<file path="config.mk">
export PLATFORM = sky130hd
export DESIGN_NAME = riscv_fetch_align
export DESIGN_NICKNAME = d
export VERILOG_FILES = /design/src/rtl/riscv_pkg.sv /design/src/rtl/riscv_align_hbuf.sv /design/src/rtl/riscv_fetch_align.sv
export SDC_FILE = /design/constraint.sdc
export NUM_CORES = 1
export LEC_CHECK = 0
export BUFFER_PORTS_ARGS = -buffer_cell sky130_fd_sc_hd__buf_2
export CELL_PAD_IN_SITES_DETAIL_PLACEMENT = 2
export CELL_PAD_IN_SITES_GLOBAL_PLACEMENT = 2
export CORE_ASPECT_RATIO = 1.2
export CORE_MARGIN = 2
export CORE_UTILIZATION = 25
export CTS_BUF_LIST = sky130_fd_sc_hd__clkbuf_2 sky130_fd_sc_hd__clkbuf_4 sky130_fd_sc_hd__clkbuf_8
export DETAILED_ROUTE_END_ITERATION = 8
export PLACE_DENSITY = 0.74
export SYNTH_ARGS = -nofsm -noshare
export SYNTH_HDL_FRONTEND = slang
export SYNTH_SLANG_ARGS = --single-unit
</file>
<file path="constraint.sdc">
create_clock -name i_riscv_align_clk -period 10.9 [get_ports i_riscv_align_clk]
set_clock_uncertainty 0.1 [all_clocks]
set_input_delay 1.09 -clock i_riscv_align_clk [delete_from_list [all_inputs] [get_ports i_riscv_align_clk]]
set_output_delay 1.09 -clock i_riscv_align_clk [all_outputs]
set_load 0.02 [all_outputs]
</file>
<file path="src/rtl/riscv_pkg.sv">
// ----------------------------------------------------------------------------
// riscv_pkg
// Shared definitions for the fetch aligner:
//   XLEN / ILEN     default address and instruction widths
//   align_state_e   aligner FSM states
//   is_compressed() true when a 16-bit parcel starts an RVC instruction
// ----------------------------------------------------------------------------
package riscv_pkg;

   localparam int XLEN = 64;
   localparam int ILEN = 32;

   typedef enum logic [1:0] {
      IDLE    = 2'd0,
      WAIT_LO = 2'd1,
      WAIT_HI = 2'd2
   } align_state_e;

   // A parcel whose two low bits are not 2'b11 is a complete 16-bit instruction.
   function automatic logic is_compressed(input logic [15:0] half);
      return (half[1:0] != 2'b11);
   endfunction

endpackage

</file>
<file path="src/rtl/riscv_align_hbuf.sv">
// ----------------------------------------------------------------------------
// riscv_align_hbuf
// Holds the upper 16-bit half of the most recently returned instruction word
// together with the word tag (address bits [XLEN-1:2]) it came from.
// Ports:
//   i_riscv_hbuf_clk     clock, rising edge
//   i_riscv_hbuf_rst     synchronous active-low reset (buffer invalid)
//   i_riscv_hbuf_inval   invalidate (wins over load)
//   i_riscv_hbuf_load    load half/tag this cycle
//   i_riscv_hbuf_half    upper half of the returned word
//   i_riscv_hbuf_tag     word tag of the returned word
//   i_riscv_hbuf_lookup  word tag of the current PC
//   o_riscv_hbuf_hit     buffer valid and tag matches lookup
//   o_riscv_hbuf_half    buffered half
// ----------------------------------------------------------------------------
module riscv_align_hbuf #(
   parameter int XLEN = 64
) (
   input  logic            i_riscv_hbuf_clk,
   input  logic            i_riscv_hbuf_rst,
   input  logic            i_riscv_hbuf_inval,
   input  logic            i_riscv_hbuf_load,
   input  logic [15:0]     i_riscv_hbuf_half,
   input  logic [XLEN-3:0] i_riscv_hbuf_tag,
   input  logic [XLEN-3:0] i_riscv_hbuf_lookup,
   output logic            o_riscv_hbuf_hit,
   output logic [15:0]     o_riscv_hbuf_half
);

   logic            valid_reg;
   logic [XLEN-3:0] tag_reg;
   logic [15:0]     half_reg;

   always_ff @(posedge i_riscv_hbuf_clk) begin
      if (!i_riscv_hbuf_rst) begin
         valid_reg <= 1'b0;
         tag_reg   <= '0;
         half_reg  <= '0;
      end else if (i_riscv_hbuf_inval) begin
         valid_reg <= 1'b0;
      end else if (i_riscv_hbuf_load) begin
         valid_reg <= 1'b1;
         tag_reg   <= i_riscv_hbuf_tag;
         half_reg  <= i_riscv_hbuf_half;
      end
   end

   // Full upper-bit compare so a wrapped address never aliases an old word.
   assign o_riscv_hbuf_hit  = valid_reg && (tag_reg == i_riscv_hbuf_lookup);
   assign o_riscv_hbuf_half = half_reg;

endmodule

</file>
<file path="src/rtl/riscv_fetch_align.sv">
// ----------------------------------------------------------------------------
// riscv_fetch_align
// Fetch-stage aligner: turns the current PC into word-aligned memory requests
// and assembles 16/32-bit RV64IMC instructions, including ones that straddle
// a word boundary, into a registered instruction for decode.
// Ports:
//   i_riscv_align_clk / _rst        clock, synchronous active-low reset
//   i_riscv_align_pc                current PC
//   i_riscv_align_flush             redirect; PC loads the target this edge
//   o_riscv_align_stallpc           hold PC (low only on capture or flush)
//   o_riscv_align_pcplus            pc+2 / pc+4 for the next-PC mux
//   o_riscv_align_imem_req/_addr    one-cycle request strobe, word address
//   i_riscv_align_imem_rvalid/_rdata read return
//   o_riscv_align_valid/_instr/_instpc/_compressed  instruction to decode
//   i_riscv_align_ready             decode accepts this cycle
// ----------------------------------------------------------------------------
module riscv_fetch_align #(
   parameter int XLEN = riscv_pkg::XLEN,
   parameter int ILEN = riscv_pkg::ILEN
) (
   input  logic            i_riscv_align_clk,
   input  logic            i_riscv_align_rst,
   input  logic [XLEN-1:0] i_riscv_align_pc,
   input  logic            i_riscv_align_flush,
   output logic            o_riscv_align_stallpc,
   output logic [XLEN-1:0] o_riscv_align_pcplus,
   output logic            o_riscv_align_imem_req,
   output logic [XLEN-1:0] o_riscv_align_imem_addr,
   input  logic            i_riscv_align_imem_rvalid,
   input  logic [31:0]     i_riscv_align_imem_rdata,
   output logic            o_riscv_align_valid,
   output logic [ILEN-1:0] o_riscv_align_instr,
   output logic [XLEN-1:0] o_riscv_align_instpc,
   output logic            o_riscv_align_compressed,
   input  logic            i_riscv_align_ready
);

   import riscv_pkg::*;

   localparam logic [XLEN-1:0] STEP2 = XLEN'(2);
   localparam logic [XLEN-1:0] STEP4 = XLEN'(4);

   align_state_e    state_reg, state_next;
   logic            req_reg, req_next;
   logic [XLEN-1:0] addr_reg, addr_next;
   logic [15:0]     lo_reg, lo_next;
   logic            drop_reg, drop_next;
   // Assembled instruction parked while decode is back-pressuring.
   logic            hold_v_reg, hold_v_next;
   logic [ILEN-1:0] hold_instr_reg, hold_instr_next;
   logic            hold_comp_reg, hold_comp_next;
   logic            valid_reg;
   logic [ILEN-1:0] instr_reg;
   logic [XLEN-1:0] instpc_reg;
   logic            comp_reg;

   logic            cand_v, cand_comp, capture, buf_load, buf_inval, buf_hit;
   logic [ILEN-1:0] cand_instr;
   logic [15:0]     buf_half;

   wire [XLEN-1:0] pc      = i_riscv_align_pc;
   wire [XLEN-1:0] pc_word = {pc[XLEN-1:2], 2'b00};
   wire            can_cap = !valid_reg || i_riscv_align_ready;
   wire [15:0]     rd_half = pc[1] ? i_riscv_align_imem_rdata[31:16]
                                   : i_riscv_align_imem_rdata[15:0];
   // A return in the same cycle as its request is impossible, so it is stale.
   wire            rvalid_ok = i_riscv_align_imem_rvalid && !req_reg;
   wire            unused_pc0 = pc[0];

   riscv_align_hbuf #(.XLEN(XLEN)) u_hbuf (
      .i_riscv_hbuf_clk    (i_riscv_align_clk),
      .i_riscv_hbuf_rst    (i_riscv_align_rst),
      .i_riscv_hbuf_inval  (buf_inval),
      .i_riscv_hbuf_load   (buf_load),
      .i_riscv_hbuf_half   (i_riscv_align_imem_rdata[31:16]),
      .i_riscv_hbuf_tag    (addr_reg[XLEN-1:2]),
      .i_riscv_hbuf_lookup (pc[XLEN-1:2]),
      .o_riscv_hbuf_hit    (buf_hit),
      .o_riscv_hbuf_half   (buf_half)
   );

   always_comb begin
      state_next      = state_reg;
      req_next        = 1'b0;
      addr_next       = addr_reg;
      lo_next         = lo_reg;
      drop_next       = drop_reg;
      hold_v_next     = hold_v_reg;
      hold_instr_next = hold_instr_reg;
      hold_comp_next  = hold_comp_reg;
      cand_v          = 1'b0;
      cand_instr      = '0;
      cand_comp       = 1'b0;
      buf_load        = 1'b0;
      buf_inval       = 1'b0;

      case (state_reg)
         IDLE: begin
            if (drop_reg && rvalid_ok)
               drop_next = 1'b0;
            if (pc[1] && buf_hit && is_compressed(buf_half)) begin
               cand_v     = 1'b1;
               cand_instr = ILEN'({16'h0000, buf_half});
               cand_comp  = 1'b1;
            end else if (!drop_reg) begin
               req_next = 1'b1;
               if (pc[1] && buf_hit) begin
                  // Low half already buffered: only the next word is needed.
                  addr_next  = pc_word + STEP4;
                  lo_next    = buf_half;
                  state_next = WAIT_HI;
               end else begin
                  addr_next  = pc_word;
                  state_next = WAIT_LO;
               end
            end
         end
         WAIT_LO: begin
            if (hold_v_reg) begin
               cand_v     = 1'b1;
               cand_instr = hold_instr_reg;
               cand_comp  = hold_comp_reg;
            end else if (rvalid_ok) begin
               buf_load = 1'b1;
               if (pc[1] && !is_compressed(rd_half)) begin
                  lo_next    = rd_half;
                  req_next   = 1'b1;
                  addr_next  = addr_reg + STEP4;
                  state_next = WAIT_HI;
               end else if (is_compressed(rd_half)) begin
                  cand_v     = 1'b1;
                  cand_instr = ILEN'({16'h0000, rd_half});
                  cand_comp  = 1'b1;
               end else begin
                  cand_v     = 1'b1;
                  cand_instr = ILEN'(i_riscv_align_imem_rdata);
               end
            end
         end
         WAIT_HI: begin
            if (hold_v_reg) begin
               cand_v     = 1'b1;
               cand_instr = hold_instr_reg;
               cand_comp  = hold_comp_reg;
            end else if (rvalid_ok) begin
               buf_load   = 1'b1;
               cand_v     = 1'b1;
               cand_instr = ILEN'({i_riscv_align_imem_rdata[15:0], lo_reg});
            end
         end
         default: state_next = IDLE;
      endcase

      capture = cand_v && can_cap && !i_riscv_align_flush;

      if (cand_v && !capture && (state_reg != IDLE)) begin
         hold_v_next     = 1'b1;
         hold_instr_next = cand_instr;
         hold_comp_next  = cand_comp;
      end
      if (capture) begin
         state_next  = IDLE;
         hold_v_next = 1'b0;
      end

      if (i_riscv_align_flush) begin
         state_next  = IDLE;
         req_next    = 1'b0;
         hold_v_next = 1'b0;
         buf_inval   = 1'b1;
         // A request is in flight while waiting without parked data, or while
         // an earlier drop is still pending; a return this cycle retires it.
         drop_next   = (((state_reg != IDLE) && !hold_v_reg) || drop_reg) && !rvalid_ok;
      end
   end

   always_ff @(posedge i_riscv_align_clk) begin
      if (!i_riscv_align_rst) begin
         state_reg      <= IDLE;
         req_reg        <= 1'b0;
         addr_reg       <= '0;
         lo_reg         <= '0;
         drop_reg       <= 1'b0;
         hold_v_reg     <= 1'b0;
         hold_instr_reg <= '0;
         hold_comp_reg  <= 1'b0;
         valid_reg      <= 1'b0;
         instr_reg      <= '0;
         instpc_reg     <= '0;
         comp_reg       <= 1'b0;
      end else begin
         state_reg      <= state_next;
         req_reg        <= req_next;
         addr_reg       <= addr_next;
         lo_reg         <= lo_next;
         drop_reg       <= drop_next;
         hold_v_reg     <= hold_v_next;
         hold_instr_reg <= hold_instr_next;
         hold_comp_reg  <= hold_comp_next;
         if (i_riscv_align_flush) begin
            valid_reg <= 1'b0;
         end else if (capture) begin
            valid_reg  <= 1'b1;
            instr_reg  <= cand_instr;
            instpc_reg <= pc;
            comp_reg   <= cand_comp;
         end else if (i_riscv_align_ready) begin
            valid_reg <= 1'b0;
         end
      end
   end

   assign o_riscv_align_stallpc    = !i_riscv_align_rst || !(capture || i_riscv_align_flush);
   assign o_riscv_align_pcplus     = pc + ((capture && cand_comp) ? STEP2 : STEP4);
   assign o_riscv_align_imem_req   = req_reg;
   assign o_riscv_align_imem_addr  = addr_reg;
   assign o_riscv_align_valid      = valid_reg;
   assign o_riscv_align_instr      = instr_reg;
   assign o_riscv_align_instpc     = instpc_reg;
   assign o_riscv_align_compressed = comp_reg;

endmodule

</file>
==> metrics.cfg <==
[outcome]
status=finished, final reports clean

[cells_and_area]
syn_to_final_growth_pct=20.2
fin_cells=3408
largest_reg_flops=64
post-route-util_pct=30.5
nets=2580
drive_gt1_share_pct=19.8
num-fill-cells=7859

[clock_tree]
numCtsBuffers=55
clock_latency_ns=0.68
cts.sinks=293
cts_tree=built
cts_resized=0
cts.clk_slew.worst_paths_ns=0.06
cts_buffer_depth=3
cts_setup_buffers=0
holdBufCountCts=0
h-tree-depth=2
clockRootBuffer=clkbuf_8

[synth]
ys_ff_latch=293
synthesis.area_um2=16700
ys.flop_type=dfxtp_1
ys_warn_count=0
avgSynthCellArea_um2=7.40
seq_area_frac_synth_pct=35.0
yosysTopAreaCell=dfxtp_1
synthArstFlopShare_pct=0
synthDistinctLibCells=83
synthMuxAreaShare_pct=0.942
synth_simple_gate_area_share_pct=27.6
synth_top_family_by_area=simple AND/OR/NAND/NOR gates
synth_top_cell_area_share_pct=35.0
synth_xor_area_share_pct=9.57
synth_fa_ha_area_share_pct=0.717
syn_inst=2264
yosys-top-cells-area=dfxtp_1, nand2_1, a21oi_1
synth_edf_count=0
synth_compound_area_share_pct=19.8

[drt]
via_per_inst=5.44
routed_wirelength_um=90100
drc=0
num_vias=18500
wl_per_cell_um=26.4
ant_nets=0
drt_iter0_drc=1160
dr.pass1.iters=6

[hold_path]
hold_class=register to register

[floorplanning]
core_um2=66000
io_pins=329
die_area_um2=69100
fp.dieH_um=287
initial_utilization_pct=25.4
floorplan.die.width_um=240
fp-row-count=103

[critical_path]
endpoint_kind=output port
crit_type=primary input to output port
path_cells=buf_2 > buf_4 > nand2_1 > nor4_1 > and4_1 > and4_1 > nand2_2 > a2111oi_4 > nand2_1 > ha_1 > a21oi_1 > nor2b_1 > nand2_1 > nor2_1 > nand2_1 > nor4_1 > buf_4 > nand4_1 > xnor2_1 > buf_2
slowest_delay_ns=0.42
startpoint_type=primary input
crit_arrival_ns=6.32
cp_max_fo=35
cp.required_ns=9.71
worst_path_most_repeated_cell=nand2_1
crit_slowest_cell=buf_4

[pwr]
cellInternalPower_w=0.00208
clock_power_share_pct=39.3
switchingPower_w=0.00118
power_frac_comb_pct=21.8
leakage_nw=7.24
sequentialPowerShare_pct=38.8
switching_share_pct=36.1
pwr_density_cell_nw_per_um2=162
vdd_drop_max_mv=0.0759

[sta]
tightest_slew_ns=1.30
fin_crit_sh_pct=68.9
fmax_mhz=133
finalCriticalPeriod_ns=7.51
slew_violations=0
rsz0062_at_grt=false
hold_viol_final=0
finalSetupTns_ns=0
finalSetupViolCount=0
relSlewSlack_pct=12.3

[global_routing]
met1_usage_pct=29.1
grt_max_degree=105
grt_pass1_wl_um=132000
antenna_found_initial=4
gr-usage-all-layers_pct=25.5
use_met3_pct=3.77
first_global_vias=19700
globalRouteMet2Util_pct=45.7
busiest_layer=met2
grt_overflow_total=0

[place]
dp_hpwl_um=66100
place_inst=3305
port-buffer-count=326
gp_congestion=0.969

[flow_run]
max_cap_viol_count=0

worst paths after layout:
check / from / end / slack (ns) / depth (start not counted)
worst min-delay path: o_riscv_align_instpc[18] / o_riscv_align_instpc[18] / 0.35 / 2
worst max register to register: state_reg[1] / o_riscv_align_imem_addr[41] / 6.42 / 13
worst min register to register: o_riscv_align_instpc[18] / o_riscv_align_instpc[18] / 0.35 / 2
worst max-delay path: i_riscv_align_pc[1] / o_riscv_align_pcplus[52] / 3.39 / 20
critical path: cells and delay by family:
family	cells	cell delay [ns]
compound gates	2	0.47
xor+xnor	1	0.18
fa+ha+maj	1	0.34
buf+inv	4	0.89
simple gates	12	3.31
layout make-up:
| class | count | area, um2 | area share [%] |
|---|---|---|---|
| repair buffers | 351 | 1820 | 9.04 |
| multi-input cells | 1734 | 9880 | 49.1 |
| clock inverters | 14 | 163 | 0.808 |
| well taps | 892 | 1120 | 5.54 |
| clock buffers | 87 | 1140 | 5.67 |
| inverters | 35 | 136 | 0.678 |
| flip-flops and latches | 293 | 5870 | 29.1 |
| diodes | 2 | 5.00 | 0.0249 |
Yosys cell counts, drive strengths merged (8+ instances only):
library cell and number:
nand2 510, dfxtp 293, a21oi 265, nor2 146, clkbuf 118, xnor2 116
buf 85, nand3 78, xor2 67, nor3 60, nand4 58, o21ai 54
inv 35, a221oi 34, nor4 34, and3 29, a22o 20, and4 19
o221ai 18, o2bb2ai 17, or3 17, a31oi 14, o211ai 14, and2 13
a211o 12, a211oi 10, mux2i 9, ha 8, nand2b 8, o41ai 8
layout by cell type, fill, tap and decap left out, types with 17 or more instances in the layout:
| cell | netlist | routed |
|---|---|---|
| inv_1 | 34 | 34 |
| dfxtp_1 | 293 | 293 |
| o221ai_1 | 18 | 18 |
| xnor2_1 | 116 | 116 |
| buf_2 | 60 | 326 |
| a21oi_1 | 265 | 265 |
| nand2_1 | 509 | 509 |
| nand4_1 | 57 | 57 |
| o21ai_0 | 50 | 50 |
| nor4_1 | 32 | 32 |
| xor2_1 | 67 | 67 |
| clkbuf_8 | 0 | 78 |
| nor2_1 | 144 | 138 |
| a221oi_1 | 34 | 34 |
| buf_4 | 17 | 25 |
| o2bb2ai_1 | 17 | 17 |
| nor3_1 | 60 | 59 |
| and3_1 | 28 | 28 |
| and4_1 | 19 | 19 |
| nand3_1 | 75 | 75 |
| a22o_1 | 20 | 20 |
routing by layer:
layer  wire [um]  share of wire [%]
met1       35400                 39
met2       44700                 50
met3        4930                5.5
met4        5090                5.6
met5          24              0.027
per-stage QoR:
step	power (W)	hold slack (ns)	setup slack, ns	area (um2)
after floorplan	0.00167	0.325	4.55	16700
after global placement	0.00197	0.337	3.57	18800
after detailed placement	0.00199	0.346	3.42	18800
after CTS	0.00329	0.354	3.39	20100
after global routing	0.00339	0.376	3.08	20100
final	0.00326	0.352	3.39	20100
power by group through the flow:
stage,clock [W],sequential [W],combinational [W]
global placement,0,0.00128,0.000687
global route,0.00136,0.00128,0.000754
floorplan,0,0.00130,0.000365
detailed placement,0,0.00129,0.000706
finish,0.00128,0.00127,0.000711
CTS,0.00132,0.00126,0.000710
kinds of logic (layout without fill, tap and decap cells):
family / Yosys count / after routing
compound gates: 523 / 523
xor+xnor: 183 / 183
fa+ha+maj: 9 / 9
buf+inv: 238 / 487
flops: 293 / 293
mux: 15 / 15
other cells: 1 / 4
simple gates: 1002 / 1002
Note: power is estimated with default switching activity, not from simulation.
